File: config.mk
export PLATFORM = sky130hd
export DESIGN_NAME = bk_sub_pipe
export DESIGN_NICKNAME = d
export VERILOG_FILES = /design/src/rtl/bk_arith_pkg.sv /design/src/rtl/bk_borrow_prefix.sv /design/src/rtl/bk_sub_pipe.sv
export SDC_FILE = /design/constraint.sdc
export NUM_CORES = 2
export LEC_CHECK = 0
export ABC_CLOCK_PERIOD_IN_PS = 16300
export CAP_MARGIN = 5
export CORE_MARGIN = 2
export CORE_UTILIZATION = 56
export CTS_CLUSTER_SIZE = 10
export DETAILED_ROUTE_END_ITERATION = 10
export GPL_TIMING_DRIVEN = 0
export PLACE_DENSITY = 0.8
export SKIP_CTS_REPAIR_TIMING = 1
export SYNTH_ARGS = -nofsm -noshare
export SYNTH_HDL_FRONTEND = slang
export SYNTH_SLANG_ARGS = --single-unit
File: constraint.sdc
create_clock -name clk -period 16.3 [get_ports clk]
set_clock_uncertainty 0.15 [all_clocks]
set_input_delay 2.445 -clock clk [delete_from_list [all_inputs] [get_ports clk]]
set_output_delay 2.445 -clock clk [all_outputs]
set_load 0.005 [all_outputs]
File: src/rtl/bk_arith_pkg.sv
// Shared arithmetic definitions for the Brent-Kung adder/subtractor family:
// default widths, the group generate/propagate pair and its prefix operator.
package bk_arith_pkg;

  localparam int WIDTH = 256;
  localparam int GROUP = 8;

  typedef struct packed {
    logic g;
    logic p;
  } gp_t;

  // hi covers the more significant span, lo the span directly below it.
  function automatic gp_t gp_combine(input gp_t hi, input gp_t lo);
    gp_t r;
    r.g = hi.g | (hi.p & lo.g);
    r.p = hi.p & lo.p;
    return r;
  endfunction

endpackage

File: src/rtl/bk_borrow_prefix.sv
// Combinational Brent-Kung prefix over NG group (g, p) pairs, seeded by an
// incoming borrow (or carry); yields the borrow into every group and the final one.
module bk_borrow_prefix
  import bk_arith_pkg::*;
#(
  parameter int NG = 32
) (
  input  gp_t  [NG-1:0] i_gp,
  input  logic          i_seed,
  output logic [NG-1:0] o_bin,
  output logic          o_bout
);

  localparam int LVL = (NG > 1) ? $clog2(NG) : 1;

  gp_t [NG-1:0] w_node;

  // NOTE: every output of a combinational block gets a default first, so no
  // path through the block can leave a value unassigned and infer a latch.
  always_comb begin
    w_node = i_gp;
    o_bin  = '0;
    // Up-sweep: node i absorbs the span of 2^l groups just below it.
    for (int l = 0; l < LVL; l++) begin
      for (int i = (1 << (l + 1)) - 1; i < NG; i += (1 << (l + 1))) begin
        w_node[i] = gp_combine(w_node[i], w_node[i - (1 << l)]);
      end
    end
    // Down-sweep fills the prefixes the up-sweep skipped.
    for (int l = LVL - 2; l >= 0; l--) begin
      for (int i = (1 << (l + 1)) + (1 << l) - 1; i < NG; i += (1 << (l + 1))) begin
        w_node[i] = gp_combine(w_node[i], w_node[i - (1 << l)]);
      end
    end
    o_bin[0] = i_seed;
    for (int k = 1; k < NG; k++) begin
      o_bin[k] = w_node[k - 1].g | (w_node[k - 1].p & i_seed);
    end
    o_bout = w_node[NG - 1].g | (w_node[NG - 1].p & i_seed);
  end

endmodule

File: src/rtl/bk_sub_pipe.sv
// Three-stage pipelined subtractor diff = a - b - bin with valid/ready and
// bubble-collapsing backpressure. Define BK_SUB_OVERFLOW_EN to add the ovf output.
module bk_sub_pipe #(
  parameter int WIDTH = bk_arith_pkg::WIDTH,
  parameter int GROUP = bk_arith_pkg::GROUP
) (
  input  logic             clk,
  input  logic             reset,
  input  logic             in_valid,
  output logic             in_ready,
  input  logic [WIDTH-1:0] a,
  input  logic [WIDTH-1:0] b,
  input  logic             bin,
  output logic             out_valid,
  input  logic             out_ready,
  output logic [WIDTH-1:0] diff,
  output logic             bout,
  output logic             zero
`ifdef BK_SUB_OVERFLOW_EN
  , output logic           ovf
`endif
);

  import bk_arith_pkg::*;

  localparam int NG = WIDTH / GROUP;

  if ((WIDTH % GROUP) != 0) begin : g_bad_width
    $error("bk_sub_pipe: WIDTH must be a multiple of GROUP");
  end

  logic r1_v, r2_v, r3_v;
  logic w_stall, w_en1, w_en2, w_en3, w_acc;

  logic [WIDTH-1:0] w_d0, w_d1, w_sel;
  gp_t  [NG-1:0]    w_gp;
  logic [NG-1:0]    w_bsel;
  logic             w_bout;

  logic [WIDTH-1:0] r1_d0, r1_d1, r2_d0, r2_d1, r3_diff;
  gp_t  [NG-1:0]    r1_gp;
  logic [NG-1:0]    r2_bsel;
  logic             r1_bin, r2_bout, r3_bout, r3_zero;
`ifdef BK_SUB_OVERFLOW_EN
  logic             r1_sx, r1_am, r2_sx, r2_am, r3_ovf;
`endif

  // A stage may load whenever its own content can move on or it holds a bubble.
  assign w_stall  = r3_v & ~out_ready;
  assign in_ready = ~w_stall;
  assign w_en3    = ~w_stall;
  assign w_en2    = w_en3 | ~r2_v;
  assign w_en1    = w_en2 | ~r1_v;
  assign w_acc    = in_valid & in_ready;

  for (genvar k = 0; k < NG; k++) begin : g_grp
    logic [GROUP-1:0] w_a, w_b;
    assign w_a = a[k*GROUP +: GROUP];
    assign w_b = b[k*GROUP +: GROUP];
    assign w_d0[k*GROUP +: GROUP] = w_a - w_b;
    assign w_d1[k*GROUP +: GROUP] = w_a - w_b - 1'b1;
    assign w_gp[k] = {(w_a < w_b), (w_a == w_b)};
    assign w_sel[k*GROUP +: GROUP] = r2_bsel[k] ? r2_d1[k*GROUP +: GROUP]
                                                : r2_d0[k*GROUP +: GROUP];
  end

  bk_borrow_prefix #(
    .NG(NG)
  ) u_prefix (
    .i_gp  (r1_gp),
    .i_seed(r1_bin),
    .o_bin (w_bsel),
    .o_bout(w_bout)
  );

  // NOTE: clocked state uses non-blocking assignments so every register
  // samples pre-edge values and the stages shift together.
  always_ff @(posedge clk or posedge reset) begin
    if (reset) begin
      r1_v <= 1'b0;
      r2_v <= 1'b0;
      r3_v <= 1'b0;
    end else begin
      if (w_en1) r1_v <= w_acc;
      if (w_en2) r2_v <= r1_v;
      if (w_en3) r3_v <= r2_v;
    end
  end

  // NOTE: the wide internal stage registers carry no reset; the valid bits
  // alone decide whether their contents mean anything.
  always_ff @(posedge clk) begin
    if (w_en1 && w_acc) begin
      r1_d0  <= w_d0;
      r1_d1  <= w_d1;
      r1_gp  <= w_gp;
      r1_bin <= bin;
`ifdef BK_SUB_OVERFLOW_EN
      r1_sx  <= a[WIDTH-1] ^ b[WIDTH-1];
      r1_am  <= a[WIDTH-1];
`endif
    end
    if (w_en2 && r1_v) begin
      r2_d0   <= r1_d0;
      r2_d1   <= r1_d1;
      r2_bsel <= w_bsel;
      r2_bout <= w_bout;
`ifdef BK_SUB_OVERFLOW_EN
      r2_sx   <= r1_sx;
      r2_am   <= r1_am;
`endif
    end
  end

  always_ff @(posedge clk or posedge reset) begin
    if (reset) begin
      r3_diff <= '0;
      r3_bout <= 1'b0;
      r3_zero <= 1'b0;
`ifdef BK_SUB_OVERFLOW_EN
      r3_ovf  <= 1'b0;
`endif
    end else if (w_en3 && r2_v) begin
      r3_diff <= w_sel;
      r3_bout <= r2_bout;
      r3_zero <= ~|w_sel;
`ifdef BK_SUB_OVERFLOW_EN
      r3_ovf  <= r2_sx & (r2_am ^ w_sel[WIDTH-1]);
`endif
    end
  end

  assign out_valid = r3_v;
  assign diff      = r3_diff;
  assign bout      = r3_bout;
  assign zero      = r3_zero;
`ifdef BK_SUB_OVERFLOW_EN
  assign ovf       = r3_ovf;
`endif

endmodule

After elaboration in Yosys (flattened, before gate mapping)
Index checks and enable logic that the tools add are counted.

Register bits after elaboration: 1383. Input bits: 517. Logic and storage cells: 485. Output and inout port bits: 260.

Order comparisons: 32. Muxes and demuxes: 32. Reductions and logical operators: 5. Equality and inequality tests: 32. Bitwise gates (word level): 243. Add/sub/neg operators: 64.

Operators by type and width (count): $eq A8 B8 Y1 (32); $lt A8 B8 Y1 (32); $mux W8 (32); $reduce_or A256 Y1 (1); $sub A8 B1 Y8 const B (32); $sub A8 B8 Y8 (32); $and A1 B1 Y1 (148); $or A1 B1 Y1 (91); $not A1 Y1 (4); $logic_and A1 B1 Y1 (3); $logic_not A1 Y1 (1).

Logic depth before layout (Yosys ltp)
Depth after elaboration: 17. Depth in mapped cells: 12.

Hierarchy
A second synthesis with hierarchy kept.

Cells, all modules: 4764. Area, all modules: 62382.3 um^2.

By module, submodules not included: bk_sub_pipe (area each 61804.3 um^2, sequential area each 40223.6 um^2, instances 1, cells an instance 4681); bk_borrow_prefix (area each 578.1 um^2, sequential area each 0.0 um^2, instances 1, cells an instance 83).

Worst setup path before layout
Ideal clock, no wire load.

Path kind: in2reg. From: in out_ready. To: reg r1_bin (enable). Stages on the path: 3. Arrival: 15.536 ns. Setup time: 1.014 ns. Path slack: -0.400 ns. Buffers on the path: 0. Cells stage by stage: nor2b_1 inv_2 and2_1.

Word-level cells in the longest chain between the ends: 6. Elaborated cells on any way between the ends: 7. Classes of those cells: bitwise (6); reduce/logical (1).

Ends and longest elaborated chain: start, declared (RTL line bk_sub_pipe.sv:15) `input logic out_ready,`; $not A1 Y1 * (RTL line bk_sub_pipe.sv:49) `assign w_stall = r3_v & ~out_ready;`; $and A1 B1 Y1 * (RTL line bk_sub_pipe.sv:49); $not A1 Y1 * (RTL line bk_sub_pipe.sv:50) `assign in_ready = ~w_stall;`; via in_ready (RTL line bk_sub_pipe.sv:10) `output logic in_ready,`; $or A1 B1 Y1 (RTL line bk_sub_pipe.sv:52) `assign w_en2 = w_en3 | ~r2_v;`; $or A1 B1 Y1 (RTL line bk_sub_pipe.sv:53) `assign w_en1 = w_en2 | ~r1_v;`; $logic_and A1 B1 Y1 * (RTL line bk_sub_pipe.sv:93) `if (w_en1 && w_acc) begin`; end signal, assigned (RTL line bk_sub_pipe.sv:97) `r1_bin <= bin;`; end, declared (RTL line bk_sub_pipe.sv:43) `logic r1_bin, r2_bout, r3_bout, r3_zero;`.

Mark *: on every way through the listed nets, which the timed path passes. The rest lies on a longest branch. A chain may end at the register's enable or synchronous reset.

Final worst setup path
From: in out_ready. To: out in_ready.

Word-level cells in the longest chain between the ends: 3.

Ends and longest elaborated chain (RTL line): $not A1 Y1 (bk_sub_pipe.sv:49); $and A1 B1 Y1 (bk_sub_pipe.sv:49); $not A1 Y1 (bk_sub_pipe.sv:50); end, declared (bk_sub_pipe.sv:10).

No other way between the ends.

==> impl_metrics.csv <==
group,metric,value,unit
critical_path,crit_required,13.71,ns
layout,layout_common_cells,"edfxtp_1, clkdlybuf4s50_1, a21oi_1",
timing,hold_violations,0,
floorplan,coreArea,108600,um2
clock_tree,clk_pin_slew,0.05,ns
global_routing,antenna_found_initial,12,
critical_path,cp_slowest_cell,"clkdlybuf4s50_1",
global_routing,grt_pass1_vias,39800,
critical_path,crit_type,"in -> out",
global_routing,grt_overflow_total,0,
detailed_routing,wl_per_cell,22.77,um
timing,tightest_slew,1.262,ns
timing,max_freq,161.5,MHz
clock_tree,clock_sinks,1383,
detailed_routing,route.detailed.drc,0,
yosys,synth_flop_cell,"edfxtp_1",
critical_path,crit_top_cell,"clkdlybuf4s50_1",
critical_path,cp_cell_sequence,"clkdlybuf4s50_1 > nor2b_1 > inv_2 > clkdlybuf4s50_1",
yosys,syn-cell-area,61150,um2
place,hpwl,124900,um
global_routing,grt_max_degree,105,
yosys,synth.avg_cell_area,13.37,um2
floorplan,initial_utilization,0.5633,
critical_path,cp.arrival,3.60,ns
critical_path,max_stage_delay,0.45,ns
timing,post-route-period-util,0.3799,
layout,syn_to_final_growth,24.19,%
global_routing,grt_pass1_wl,234900,um
critical_path,critical_path_buf_inv_count,3,
floorplan,die_x,334.4,um
detailed_routing,vias,39370,
worst_hold_path,hp-class,"reg -> reg",
timing,drv_slew,0,
clock_tree,clockBufferDepth,3,
power_and_ir_drop,power_frac_seq,0.467,
layout,final_common_cell,"edfxtp_1",
job,drv_cap,0,
floorplan,num_rows,121,
timing,period_minus_slack,6.193,ns
yosys,ys_seq_elements,1383,
place,gp_congestion,0.9292,
power_and_ir_drop,p_sw_frac,0.2811,
layout,fill_cells,7253,
power_and_ir_drop,max-vdd-ir-drop,94.46,uV
timing,setup_viol,0,
yosys,yosys_warnings,0,
yosys,ys_async_sr_fraction,0.1887,
power_and_ir_drop,p_per_area,138.6,nW/um2
clock_tree,h-tree-depth,4,
place,numPortBuffers,776,
yosys,synth_edf_count,1122,
power_and_ir_drop,switching_power,2959,uW
global_routing,grt.total_usage,0.2856,
yosys,syn_inst,4572,
power_and_ir_drop,power.total,10530,uW
timing,rsz0062_at_grt,"no",
timing,slew_headroom,0.1586,
timing,tns,0,ns
detailed_routing,drt_wl_total,161300,um
power_and_ir_drop,clockPowerShare,0.307,
critical_path,crit_family,"buffers and inverters",
clock_tree,cts_tree,"yes",
layout,instances_no_fill,7081,
place,place_inst,6780,
run_status,status,"complete, no violations",
floorplan,io_pins,777,
clock_tree,clk_latency,0.76,ns
yosys,syn-num-nets,5409,
detailed_routing,drt_first_pass_iters,6,
power_and_ir_drop,pwr-share-comb,0.225,
yosys,ys_types,44,
critical_path,path_max_fanout,4,
critical_path,cp-start-kind,"input port",
yosys,ys_seq_area_frac,0.6578,
critical_path,worstSetupEndpointType,"primary output",
power_and_ir_drop,leakage,0.03010,uW
clock_tree,cts_buffers,158,
floorplan,die_height,334.4,um
clock_tree,root_buffer,"clkbuf_16",
floorplan,die_area,111900,um2
detailed_routing,viasPerCell,5.560,
detailed_routing,drtIter0Drc,2923,
detailed_routing,antenna_left,0,
layout,drive_gt1_frac,0.04187,
layout,finalNetCount,6363,
power_and_ir_drop,cell_internal_pwr,7567,uW
[final timing paths]
kind | startpoint | end | slack (ns) | cells after the start
worst max register to register | r2_bsel[0]$_DFFE_PP_ | zero$_DFFE_PP0P_ | 12.55 | 8
worst min register to register | r1_d0[128]$_DFFE_PP_ | r2_d0[128]$_DFFE_PP_ | 0.26 | 0
worst min-delay path | r1_d0[128]$_DFFE_PP_ | r2_d0[128]$_DFFE_PP_ | 0.26 | 0
min in group asynchronous | reset | diff[149]$_DFFE_PP0P_ | 2.08 | 2
worst max-delay path | out_ready | in_ready | 10.11 | 4
max in group asynchronous | reset | diff[70]$_DFFE_PP0P_ | 12.50 | 4
[state kept, by name, indices dropped and copies added, names as in the netlist]
name and flops:
diff 256, r1_d0 256, r1_d1 256, r2_d0 256, r2_d1 256, r1_gp 64
r2_bsel 32, bout 1, out_valid 1, r1_bin 1, r1_v 1, r2_bout 1
r2_v 1, zero 1
[power by group through the flow]
stage | Combinational, uW | Sequential, uW | Clock (uW)
2_1_floorplan | 1070 | 5060 | 0
3_3_place_gp | 2260 | 5140 | 0
3_5_place_dp | 2350 | 4970 | 0
4_1_cts | 2380 | 4920 | 3280
5_1_grt | 2560 | 4980 | 3420
6_report | 2370 | 4920 | 3240
[cell type report]
type | instances | area [um2] | share of cell area
sequential | 1383 | 40220 | 0.5297
multi-input combinational | 2635 | 18840 | 0.2481
timing repair buffer | 794 | 8255 | 0.1087
clock buffer | 280 | 4568 | 0.06016
tap | 1414 | 1769 | 0.02330
inverter | 458 | 1727 | 0.02274
buffer | 96 | 371.6 | 0.004894
clock inverter | 14 | 166.4 | 0.002191
antenna | 7 | 17.52 | 0.0002307
[layer usage]
metal  GRT usage  vias up  part of all wire
li1            -    18360                 -
met1      0.3470    19210              0.38
met2      0.4801     1497              0.49
met3     0.07269      296             0.083
met4      0.1325        4             0.045
met5           0        -           0.00014
[synth_stat cells (76+ instances only)]
library cell  count  share of area
a21o_1          149          0.018
a21oi_1         466          0.038
clkbuf_1         76         0.0047
dfrtp_1         261           0.11
edfxtp_1       1122           0.55
ha_1            288          0.059
inv_1           457          0.028
mux2i_1         256          0.042
nand2_1          91         0.0056
nand4_1          93         0.0095
nor2_1          422          0.026
nor3_1           87         0.0071
o21ai_0         109         0.0089
xnor2_1         226          0.032
xor2_1          145          0.021
[cells by family (layout without fill, tap and decap cells)]
kind of cell / Yosys count / count (layout) / synth area share
adder cells (fa/ha/maj): 320 / 320 / 0.06941
buffers and inverters: 554 / 1642 / 0.03419
multiplexers: 257 / 257 / 0.04209
other: 0 / 7 / 0
flip-flops: 1383 / 1383 / 0.6578
AO/OA/AOI/OAI: 801 / 801 / 0.07473
XOR/XNOR: 371 / 371 / 0.05314
AND/OR/NAND/NOR: 886 / 886 / 0.06863
[through the flow]
step                cell area, um2  hold slack [ns]  worst slack [ns]  utilization
detailed placement           71180           0.2545             10.11       0.6558
finish                       75940           0.2556             10.11       0.6996
global placement             70690           0.2503            -4.456       0.6512
global route                 75930           0.2640             10.00       0.6995
floorplan                    61150           0.2503            0.3613            -
CTS                          75920           0.2542             10.11       0.6994
Note: power is estimated with default switching activity, not from simulation.
